===== src/rtl/mem_ctrl_pkg.sv =====
// Shared definitions for the load/store sequencer: operation bit indices,
// bus widths, FSM state encodings and the alignment check.
package mem_ctrl_pkg;

  localparam int XLEN      = 64;
  localparam int BUS_BYTES = 8;
  localparam int LOAD_W    = 7;
  localparam int SAVE_W    = 4;
  localparam int REG_W     = 5;

  // Bit positions inside the one-hot load_info vector
  localparam int LOAD_LB  = 0;
  localparam int LOAD_LH  = 1;
  localparam int LOAD_LW  = 2;
  localparam int LOAD_LD  = 3;
  localparam int LOAD_LBU = 4;
  localparam int LOAD_LHU = 5;
  localparam int LOAD_LWU = 6;

  // Bit positions inside the one-hot save_info vector
  localparam int SAVE_SB = 0;
  localparam int SAVE_SH = 1;
  localparam int SAVE_SW = 2;
  localparam int SAVE_SD = 3;

  typedef enum logic [1:0] {
    MEM_ST_IDLE = 2'd0,
    MEM_ST_REQ  = 2'd1,
    MEM_ST_WAIT = 2'd2,
    MEM_ST_DONE = 2'd3
  } mem_state_t;

  // An access is misaligned when its size does not divide the byte offset
  // inside the 8-byte bus word.
  function automatic logic is_misaligned(input logic              is_load,
                                         input logic [LOAD_W-1:0] load_info,
                                         input logic [SAVE_W-1:0] save_info,
                                         input logic [2:0]        addr_lo);
    logic half;
    logic word;
    logic dbl;
    if (is_load) begin
      half = load_info[LOAD_LH] | load_info[LOAD_LHU];
      word = load_info[LOAD_LW] | load_info[LOAD_LWU];
      dbl  = load_info[LOAD_LD];
    end else begin
      half = save_info[SAVE_SH];
      word = save_info[SAVE_SW];
      dbl  = save_info[SAVE_SD];
    end
    return (half & addr_lo[0]) |
           (word & (addr_lo[1:0] != 2'b00)) |
           (dbl  & (addr_lo != 3'b000));
  endfunction

endpackage


===== src/rtl/mem_data_align.sv =====
// Purely combinational byte-lane steering: places store data and byte
// enables on the 8-byte bus, and pulls/extends load data from it.
module mem_data_align
  import mem_ctrl_pkg::*;
(
  input  logic [SAVE_W-1:0]    save_info,
  input  logic [LOAD_W-1:0]    load_info,
  input  logic [2:0]           addr_lo,
  input  logic [XLEN-1:0]      wdata,
  input  logic [XLEN-1:0]      rdata,
  output logic [XLEN-1:0]      lane_wdata,
  output logic [BUS_BYTES-1:0] lane_wmask,
  output logic [XLEN-1:0]      load_data
);

  logic [5:0]  bit_off;
  logic [31:0] lane;

  assign bit_off = {addr_lo, 3'b000};
  assign lane    = 32'(rdata >> bit_off);

  // Store side: byte enables by access size, data moved up to its lane
  always_comb begin
    lane_wmask = '0;
    if (save_info[SAVE_SB])
      lane_wmask = 8'h01 << addr_lo;
    else if (save_info[SAVE_SH])
      lane_wmask = 8'h03 << addr_lo;
    else if (save_info[SAVE_SW])
      lane_wmask = 8'h0F << addr_lo;
    else if (save_info[SAVE_SD])
      lane_wmask = 8'hFF;
    lane_wdata = (|save_info) ? (wdata << bit_off) : '0;
  end

  // Load side: select the addressed lane, then sign- or zero-extend
  always_comb begin
    load_data = '0;
    if (load_info[LOAD_LB])
      load_data = {{56{lane[7]}}, lane[7:0]};
    else if (load_info[LOAD_LH])
      load_data = {{48{lane[15]}}, lane[15:0]};
    else if (load_info[LOAD_LW])
      load_data = {{32{lane[31]}}, lane[31:0]};
    else if (load_info[LOAD_LD])
      load_data = rdata;
    else if (load_info[LOAD_LBU])
      load_data = {56'b0, lane[7:0]};
    else if (load_info[LOAD_LHU])
      load_data = {48'b0, lane[15:0]};
    else if (load_info[LOAD_LWU])
      load_data = {32'b0, lane[31:0]};
  end

endmodule


===== src/rtl/mem_ctrl.sv =====
// Load/store sequencer between execute and the data-memory bus.
// Accepts one operation in IDLE, runs a request/response handshake, stalls
// upstream until done, then returns extended load data or a fault.
// Optional feature: define MEM_CTRL_TIMEOUT_EN to abandon a WAIT after
// TIMEOUT_CYCLES cycles without a response (reported as a fault).
module mem_ctrl
  import mem_ctrl_pkg::*;
#(
  parameter int TIMEOUT_CYCLES = 255
)
(
  input  logic                 clk,
  input  logic                 rst,
  input  logic                 mem_rd_ena,
  input  logic                 mem_wr_ena,
  input  logic [LOAD_W-1:0]    load_info,
  input  logic [SAVE_W-1:0]    save_info,
  input  logic [XLEN-1:0]      mem_addr,
  input  logic [XLEN-1:0]      mem_wdata,
  input  logic [REG_W-1:0]     rd_addr,
  output logic                 stall,
  output logic                 bus_req_valid,
  input  logic                 bus_req_ready,
  output logic                 bus_we,
  output logic [XLEN-1:0]      bus_addr,
  output logic [XLEN-1:0]      bus_wdata,
  output logic [BUS_BYTES-1:0] bus_wmask,
  input  logic                 bus_resp_valid,
  input  logic [XLEN-1:0]      bus_rdata,
  output logic                 done,
  output logic                 wb_ena,
  output logic [REG_W-1:0]     wb_addr,
  output logic [XLEN-1:0]      wb_data,
  output logic                 fault
);

  mem_state_t state;
  mem_state_t state_next;

  logic request;
  logic misaligned_in;
  logic timeout_hit;

  logic              is_load_r;
  logic              fault_r;
  logic [LOAD_W-1:0] load_info_r;
  logic [SAVE_W-1:0] save_info_r;
  logic [XLEN-1:0]   addr_r;
  logic [XLEN-1:0]   wdata_r;
  logic [XLEN-1:0]   rdata_r;
  logic [REG_W-1:0]  rd_r;

  logic [XLEN-1:0]      lane_wdata;
  logic [BUS_BYTES-1:0] lane_wmask;
  logic [XLEN-1:0]      load_data;

  // While reset is held no request is seen, so stall cannot leak out
  assign request       = rst & (mem_rd_ena | mem_wr_ena);
  assign misaligned_in = is_misaligned(mem_rd_ena, load_info, save_info, mem_addr[2:0]);

`ifdef MEM_CTRL_TIMEOUT_EN
  localparam int CNT_W = ($clog2(TIMEOUT_CYCLES + 1) > 8) ? $clog2(TIMEOUT_CYCLES + 1) : 8;
  logic [CNT_W-1:0] wait_cnt;

  // Count WAIT cycles; held at zero while the request is still outstanding
  always_ff @(posedge clk or negedge rst) begin
    if (!rst)
      wait_cnt <= '0;
    else if (state == MEM_ST_REQ)
      wait_cnt <= '0;
    else if (state == MEM_ST_WAIT)
      wait_cnt <= wait_cnt + CNT_W'(1);
  end

  assign timeout_hit = (state == MEM_ST_WAIT) && (wait_cnt == CNT_W'(TIMEOUT_CYCLES - 1));
`else
  // Without the counter WAIT never gives up; this is constant false
  assign timeout_hit = (TIMEOUT_CYCLES < 0);
`endif

  // State register
  always_ff @(posedge clk or negedge rst) begin
    if (!rst)
      state <= MEM_ST_IDLE;
    else
      state <= state_next;
  end

  // Next-state logic: misaligned accesses skip the bus entirely
  always_comb begin
    state_next = state;
    case (state)
      MEM_ST_IDLE: if (request) state_next = misaligned_in ? MEM_ST_DONE : MEM_ST_REQ;
      MEM_ST_REQ:  if (bus_req_ready) state_next = MEM_ST_WAIT;
      MEM_ST_WAIT: if (bus_resp_valid || timeout_hit) state_next = MEM_ST_DONE;
      MEM_ST_DONE: state_next = MEM_ST_IDLE;
      default:     state_next = MEM_ST_IDLE;
    endcase
  end

  // Capture the operation on acceptance and the read data on response
  always_ff @(posedge clk or negedge rst) begin
    if (!rst) begin
      is_load_r   <= 1'b0;
      fault_r     <= 1'b0;
      load_info_r <= '0;
      save_info_r <= '0;
      addr_r      <= '0;
      wdata_r     <= '0;
      rdata_r     <= '0;
      rd_r        <= '0;
    end else if (state == MEM_ST_IDLE && request) begin
      is_load_r   <= mem_rd_ena;
      fault_r     <= misaligned_in;
      load_info_r <= mem_rd_ena ? load_info : '0;
      save_info_r <= mem_rd_ena ? '0 : save_info;
      addr_r      <= mem_addr;
      wdata_r     <= mem_wdata;
      rdata_r     <= '0;
      rd_r        <= rd_addr;
    end else if (state == MEM_ST_WAIT) begin
      if (bus_resp_valid)
        rdata_r <= bus_rdata;
      else if (timeout_hit)
        fault_r <= 1'b1;
    end
  end

  mem_data_align u_align (
    .save_info  (save_info_r),
    .load_info  (load_info_r),
    .addr_lo    (addr_r[2:0]),
    .wdata      (wdata_r),
    .rdata      (rdata_r),
    .lane_wdata (lane_wdata),
    .lane_wmask (lane_wmask),
    .load_data  (load_data)
  );

  // Output decode: bus fields only in REQ, write-back only on done
  always_comb begin
    stall         = 1'b0;
    bus_req_valid = 1'b0;
    bus_we        = 1'b0;
    bus_addr      = '0;
    bus_wdata     = '0;
    bus_wmask     = '0;
    done          = 1'b0;
    wb_ena        = 1'b0;
    wb_addr       = '0;
    wb_data       = '0;
    fault         = 1'b0;
    case (state)
      MEM_ST_IDLE: stall = request;
      MEM_ST_REQ: begin
        stall         = 1'b1;
        bus_req_valid = 1'b1;
        bus_we        = ~is_load_r;
        bus_addr      = {addr_r[XLEN-1:3], 3'b000};
        bus_wdata     = lane_wdata;
        bus_wmask     = lane_wmask;
      end
      MEM_ST_WAIT: stall = 1'b1;
      MEM_ST_DONE: begin
        done  = 1'b1;
        fault = fault_r;
        if (is_load_r) begin
          wb_addr = rd_r;
          wb_ena  = (rd_r != '0) & ~fault_r;
          wb_data = fault_r ? '0 : load_data;
        end
      end
      default: ;
    endcase
  end

endmodule


===== config.mk =====
export PLATFORM = sky130hd
export DESIGN_NAME = mem_ctrl
export DESIGN_NICKNAME = d
export VERILOG_FILES = /design/src/rtl/mem_ctrl_pkg.sv /design/src/rtl/mem_data_align.sv /design/src/rtl/mem_ctrl.sv
export SDC_FILE = /design/constraint.sdc
export NUM_CORES = 1
export LEC_CHECK = 0
export CELL_PAD_IN_SITES_DETAIL_PLACEMENT = 0
export CELL_PAD_IN_SITES_GLOBAL_PLACEMENT = 1
export CORE_MARGIN = 4
export CORE_UTILIZATION = 35
export CTS_BUF_LIST = sky130_fd_sc_hd__clkbuf_4
export DETAILED_ROUTE_END_ITERATION = 10
export PLACE_DENSITY_LB_ADDON = 0.1
export SLEW_MARGIN = 20
export SYNTH_ARGS = -nofsm -noshare
export SYNTH_HDL_FRONTEND = slang
export SYNTH_SLANG_ARGS = --single-unit

===== constraint.sdc =====
create_clock -name clk -period 2.89 [get_ports clk]
set_input_delay 0.4335 -clock clk [delete_from_list [all_inputs] [get_ports clk]]
set_output_delay 0.4335 -clock clk [all_outputs]
set_load 0.05 [all_outputs]

; ---- Word level (Yosys, flattened, before mapping)
; Cells that the tools add are included.
; Widths: inputs -> output; s select.
[word_totals]
wordCells = 83
inputBits = 214
register_bits = 212
[classes]
n_eq_ne = 6
muxes = 40
bitwise_logic = 12
shift = 5
reduce_logical = 11
[ops]
columns = cell, n
row1 = $mux 64, 15
row2 = $shl 64x6->64, 1
row3 = $shr 64x6->32, 1
row4 = $mux 8, 5
row5 = $mux 32, 1
row6 = $mux 5, 2
row7 = $mux 1, 9
row8 = $mux 2, 4
row9 = $pmux 2 s4, 1
row10 = $shl 1x3->8 const A, 1
row11 = $shl 2x3->8 const A, 1
row12 = $shl 4x3->8 const A, 1
row13 = $mux 7, 1
row14 = $ne 2x2->1 const B, 3
row15 = $reduce_bool 2->1, 3
row16 = $and 1x1->1, 5
row17 = $or 1x1->1, 5
row18 = $reduce_bool 5->1, 1
row19 = $eq 2x2->1 const B, 2
row20 = $mux 4, 1
row21 = $reduce_or 4->1, 1
row22 = $reduce_and 3->1, 1
row23 = $reduce_bool 3->1, 1
row24 = $eq 2x1->1 const B, 1
row25 = other kinds (6), 7

; ---- Depth between registers and ports, before layout
[depth]
word_depth = 11
mapped_depth = 10
mapped_depth_nobuf = 7

; ---- Modules after synthesis
; A second synthesis with hierarchy kept.
[unflattened]
cells_unflattened = 1857
area_unflattened_um2 = 14552.7
[modules_own_cells]
columns = module, area_each_um2, n_inst, cells_each
row1 = mem_ctrl, 9695.5, 1, 1160
row2 = mem_data_align, 4857.2, 1, 697

; ---- Worst setup path before layout
; No wires, ideal clock.
[synth_path]
path_type = reg-to-output
start = register state[1]
end = output port wb_data[16]
path_buffers = 1
path_stages_with_launch = 6
arrival_time_ns = 2.837
setup_slack_ns = -0.381
path_cell_list = dfrtp_1 > ha_1 > and3b_1 > clkbuf_1 > nand2_1 > o31ai_1
[synth_between]
elab_chain_cells = 2
[synth_rtl]
columns = item, line
row1 = "start, declared", mem_ctrl.sv:37  ; mem_state_t state;
row2 = "start signal, assigned", mem_ctrl.sv:86  ; state <= state_next;
row3 = $eq 2x2->1, mem_ctrl.sv:153  ; case (state)
row4 = $mux 64, mem_ctrl.sv:153
row5 = "end, declared", mem_ctrl.sv:33  ; output logic [XLEN-1:0] wb_data,
; No other way between the ends.

; ---- Final worst setup path
[layout_path]
start = register addr_r[1]
end = output port wb_data[44]
[layout_between]
elab_chain_cells = 7
[layout_rtl]
columns = item, line
row1 = "start, declared", mem_ctrl.sv:48  ; logic [XLEN-1:0] addr_r;
row2 = "start signal, assigned", mem_ctrl.sv:117  ; addr_r <= mem_addr;
row3 = $shr 64x6->32 *, mem_data_align.sv:20  ; assign lane = 32'(rdata >> bit_off);
row4 = $mux 64, mem_data_align.sv:43  ; else if (load_info[LOAD_LW])
row5 = $mux 64, mem_data_align.sv:41  ; else if (load_info[LOAD_LH])
row6 = $mux 64 *, mem_data_align.sv:39  ; if (load_info[LOAD_LB])
row7 = $mux 64 *, mem_ctrl.sv:170  ; wb_data = fault_r ? '0 : load_data;
row8 = $mux 64 *, mem_ctrl.sv:167  ; if (is_load_r) begin
row9 = $mux 64 *, mem_ctrl.sv:153
; Every way passes the cells marked *; elsewhere a longest branch is shown, timed or not.

==> reports/metrics.csv <==
metric,value,unit
outcome,finished with violations,
failing checks,negative setup slack,
max-slew violations,0,
Worst-path clk slew,0.06,ns
RePlAce Congestion,0.9316,
global-route wire length before repair,90.60,mm
# port buffers,421,
final net count,2356,
CTS root buf,clkbuf_4,
final setup violation count,103,
largest net degree at the start of global routing,80,
Max Clk Rate,302.4,MHz
"Avg Cell Area, Syn",8.184,sq um
CP max stage cell,dfrtp_4,
FF-to-FF setup slack,0.73,ns
Initial Utilization,35.53,%
RSZ-0062 raised after global routing,true,
1st-pass router iterations,5,
Final min period,3.307,ns
Area Growth Syn to Fin,71.84,%
crit start category,flip-flop,
H-tree depth,3,
leak pwr,9.982,nW
GRT Overall Usage,28.17,%
Num CTS Buffers,69,
IO Pins,425,
asr flop ratio synth,100.0,%
Hold Path Class,in2async,
Max rail drop VDD,0.0005571,V
Post-Syn Instances,1635,
Crit Reg-Reg Startpoint,state[0]$_DFFE_PN0P_,
Setup CP Type,reg2out,
Worst EP required,2.46,ns
fin area,22990,sq um
"Seq/Total Area, Yosys",39.64,%
DRT Wirelength,60.75,mm
final setup margin,-0.4173,ns
Final Total Pwr,26.64,mW
Via Count,14530,
Worst path max stage delay,0.53,ns
row count,71,
Cell variety after synth,52,
GRT overflow,0,
CP arrival,2.87,ns
Vert. Die Dim,203.5,um
final hold viol count,0,
predominant post-synthesis flop cell,dfrtp_1,
vias in the first global route,14780,
crit path max fanout,13,
Crit Reg-Reg Endpoint,wdata_r[37]$_DFFE_PN0P_,
Rel. slew slack,38.22,%
dpl cell area,19470,sq um
share of cells above drive strength 1,33.85,%
CP dominant cell by count,buf_12,
CP Cell Sequence,"mux2_4, and3_4, o41ai_4, buf_6, a21o_4, buf_12, a21oi_4, buf_12",
post-synthesis register bit count,212,
hpwl dp,40.55,mm
DRC,0,
post-route ant nets,0,
Fillers,3287,
die area,41420,sq um
worst-margin pin slew,0.9267,ns
via/cell ratio,5.402,
CTS tree,yes,
clk_lat worst skew,0.72,ns
PD cells,1159,nW/um^2
Final period util,114.4,%
Chip Width,203.5,um
synth warn,0,
WL/cell,22.59,um
reg2reg path depth,7,
# clock sinks,212,
Synth Cell Area,13380,sq um
Maximum Capacitance Violations,0,
antenna violations before repair,5,
Worst setup EP type,output port,
Worst Clk Skew,0.03065,ns
Core Box Area,37670,sq um
"EDFF count, synth",0,
clk buf depth,3,
Iter 0 DRT Violations,1175,
## timing repair
action / CTS / global route
cloned: 14 / 3
hold buffers: 1 / 0
endpoints found under the hold margin: 123 / 0
resized for setup: 279 / 108
pin swaps: 41 / 40
buffers inserted: 40 / 21
setup endpoints to repair: 180 / 136
## critical path, delay by kind of cell (launching register included)
kind | cells | cell delay [ns]
compound gates | 3 | 0.52
buf+inv | 3 | 0.53
flops | 1 | 0.53
mux | 1 | 0.33
simple gates | 1 | 0.19
## stage by stage
| stage | setup WS (ns) | utilization, % | hold WS, ns | TNS [ns] | instances |
|---|---|---|---|---|---|
| 3_3_place_gp | 0.2401 | 51.70 | 0.2480 | 0 | 2494 |
| 5_1_grt | -0.5095 | 61.04 | 0.04042 | -38.50 | 2688 |
| 6_report | -0.4173 | 61.05 | 0.07578 | -26.04 | 2689 |
| 2_1_floorplan | -0.2026 | - | 0.1379 | -2.166 | 1637 |
| 4_1_cts | -0.4289 | 59.43 | 0.02364 | -33.10 | 2667 |
| 3_5_place_dp | 0.1955 | 51.70 | 0.2433 | 0 | 2494 |
## report_power, final
group	internal (mW)	switching (mW)	leakage, nW	total [mW]
Clock	1.72	1.43	0.519	3.15
Sequential	4.32	1.87	2.69	6.19
Combinational	7.72	9.58	6.77	17.3
Total	13.8	12.9	9.98	26.6
## sequential cells by signal, summed over array words and instances, names as in the netlist
register	cells
addr_r	64
is_load_r	1
wdata_r	64
fault_r	1
rd_r	5
state	2
save_info_r	4
rdata_r	64
load_info_r	7
## logic make-up after synthesis
group	after synthesis	synth area share, %
and+or+nand+nor	840	26.40
other	1	0.02802
buffers and inverters	141	4.638
adders and majority gates	15	1.403
DFF	212	39.64
AOI/OAI and AO/OA	288	12.98
muxes	138	14.91
## how the worst max path moves through the flow
| stage | from | to | slack, ns | depth (start not counted) |
|---|---|---|---|---|
| 6_report | addr_r[1]$_DFFE_PN0P_ | wb_data[44] | -0.42 | 8 |
| 3_3_place_gp | addr_r[0]$_DFFE_PN0P_ | wb_data[30] | 0.24 | 7 |
| 2_1_floorplan | state[1]$_DFFE_PN0P_ | bus_wdata[24] | -0.20 | 5 |
| 4_1_cts | addr_r[0]$_DFFE_PN0P_ | wb_data[48] | -0.43 | 9 |
| 5_1_grt | addr_r[1]$_DFFE_PN0P_ | wb_data[46] | -0.51 | 10 |
| 3_5_place_dp | addr_r[0]$_DFFE_PN0P_ | wb_data[29] | 0.20 | 7 |
## synthesized netlist by cell type (all sizes together) (4+ instances only)
master  count  area share (%)
a211oi     17            0.95
a21oi     154             5.8
a221o       8            0.60
a22oi      20             1.1
and2       76             3.6
and3       12            0.56
and4        8            0.52
buf        44             1.9
clkbuf     87             2.4
dfrtp     212              40
ha         15             1.4
inv         8            0.22
mux2       18             1.5
mux2i      73             5.5
mux4       47             7.9
nand2     619              17
nand2b      9            0.42
nand3      15            0.60
nand3b      4            0.22
nor2       75             2.1
nor2b       6            0.28
nor3        5            0.19
o211ai     14            0.79
o21ai      35             1.3
o22ai      16            0.75
o31ai       9            0.50
or2         5            0.23
## cells in the final DEF (no fill, tap or decap), drive strengths merged, types with 12 or more instances in the layout
cell | Yosys | routed
a211oi | 17 | 17
a21oi | 154 | 154
a22oi | 20 | 20
and2 | 76 | 76
and3 | 12 | 12
buf | 44 | 318
clkbuf | 87 | 109
clkdlybuf4s50 | 0 | 213
dfrtp | 212 | 212
ha | 15 | 15
mux2 | 18 | 18
mux2i | 73 | 73
mux4 | 47 | 47
nand2 | 619 | 619
nand3 | 15 | 15
nor2 | 75 | 75
o211ai | 14 | 14
o21ai | 35 | 35
o22ai | 16 | 16
## final cells by class
cell class	instances	area, sq um	area share [%]
Sequential cell	212	5319	23.13
Clock inverter	14	83.83	0.3646
Inverter	10	55.05	0.2394
Multi-Input combinational cell	1286	8955	38.94
Timing Repair Buffer	548	7152	31.10
Tap cell	511	639.4	2.780
Clock buffer	104	780.7	3.395
Antenna cell	4	10.01	0.04353
## metal layers
layer,part of all wire [%],track usage [%],up-vias
li1,-,-,6556
met1,42,38.44,7096
met2,45,42.97,732
met3,10,8.618,139
met4,3.0,9.468,2
met5,0.021,0,-
Power figures use the tool's default switching activity.
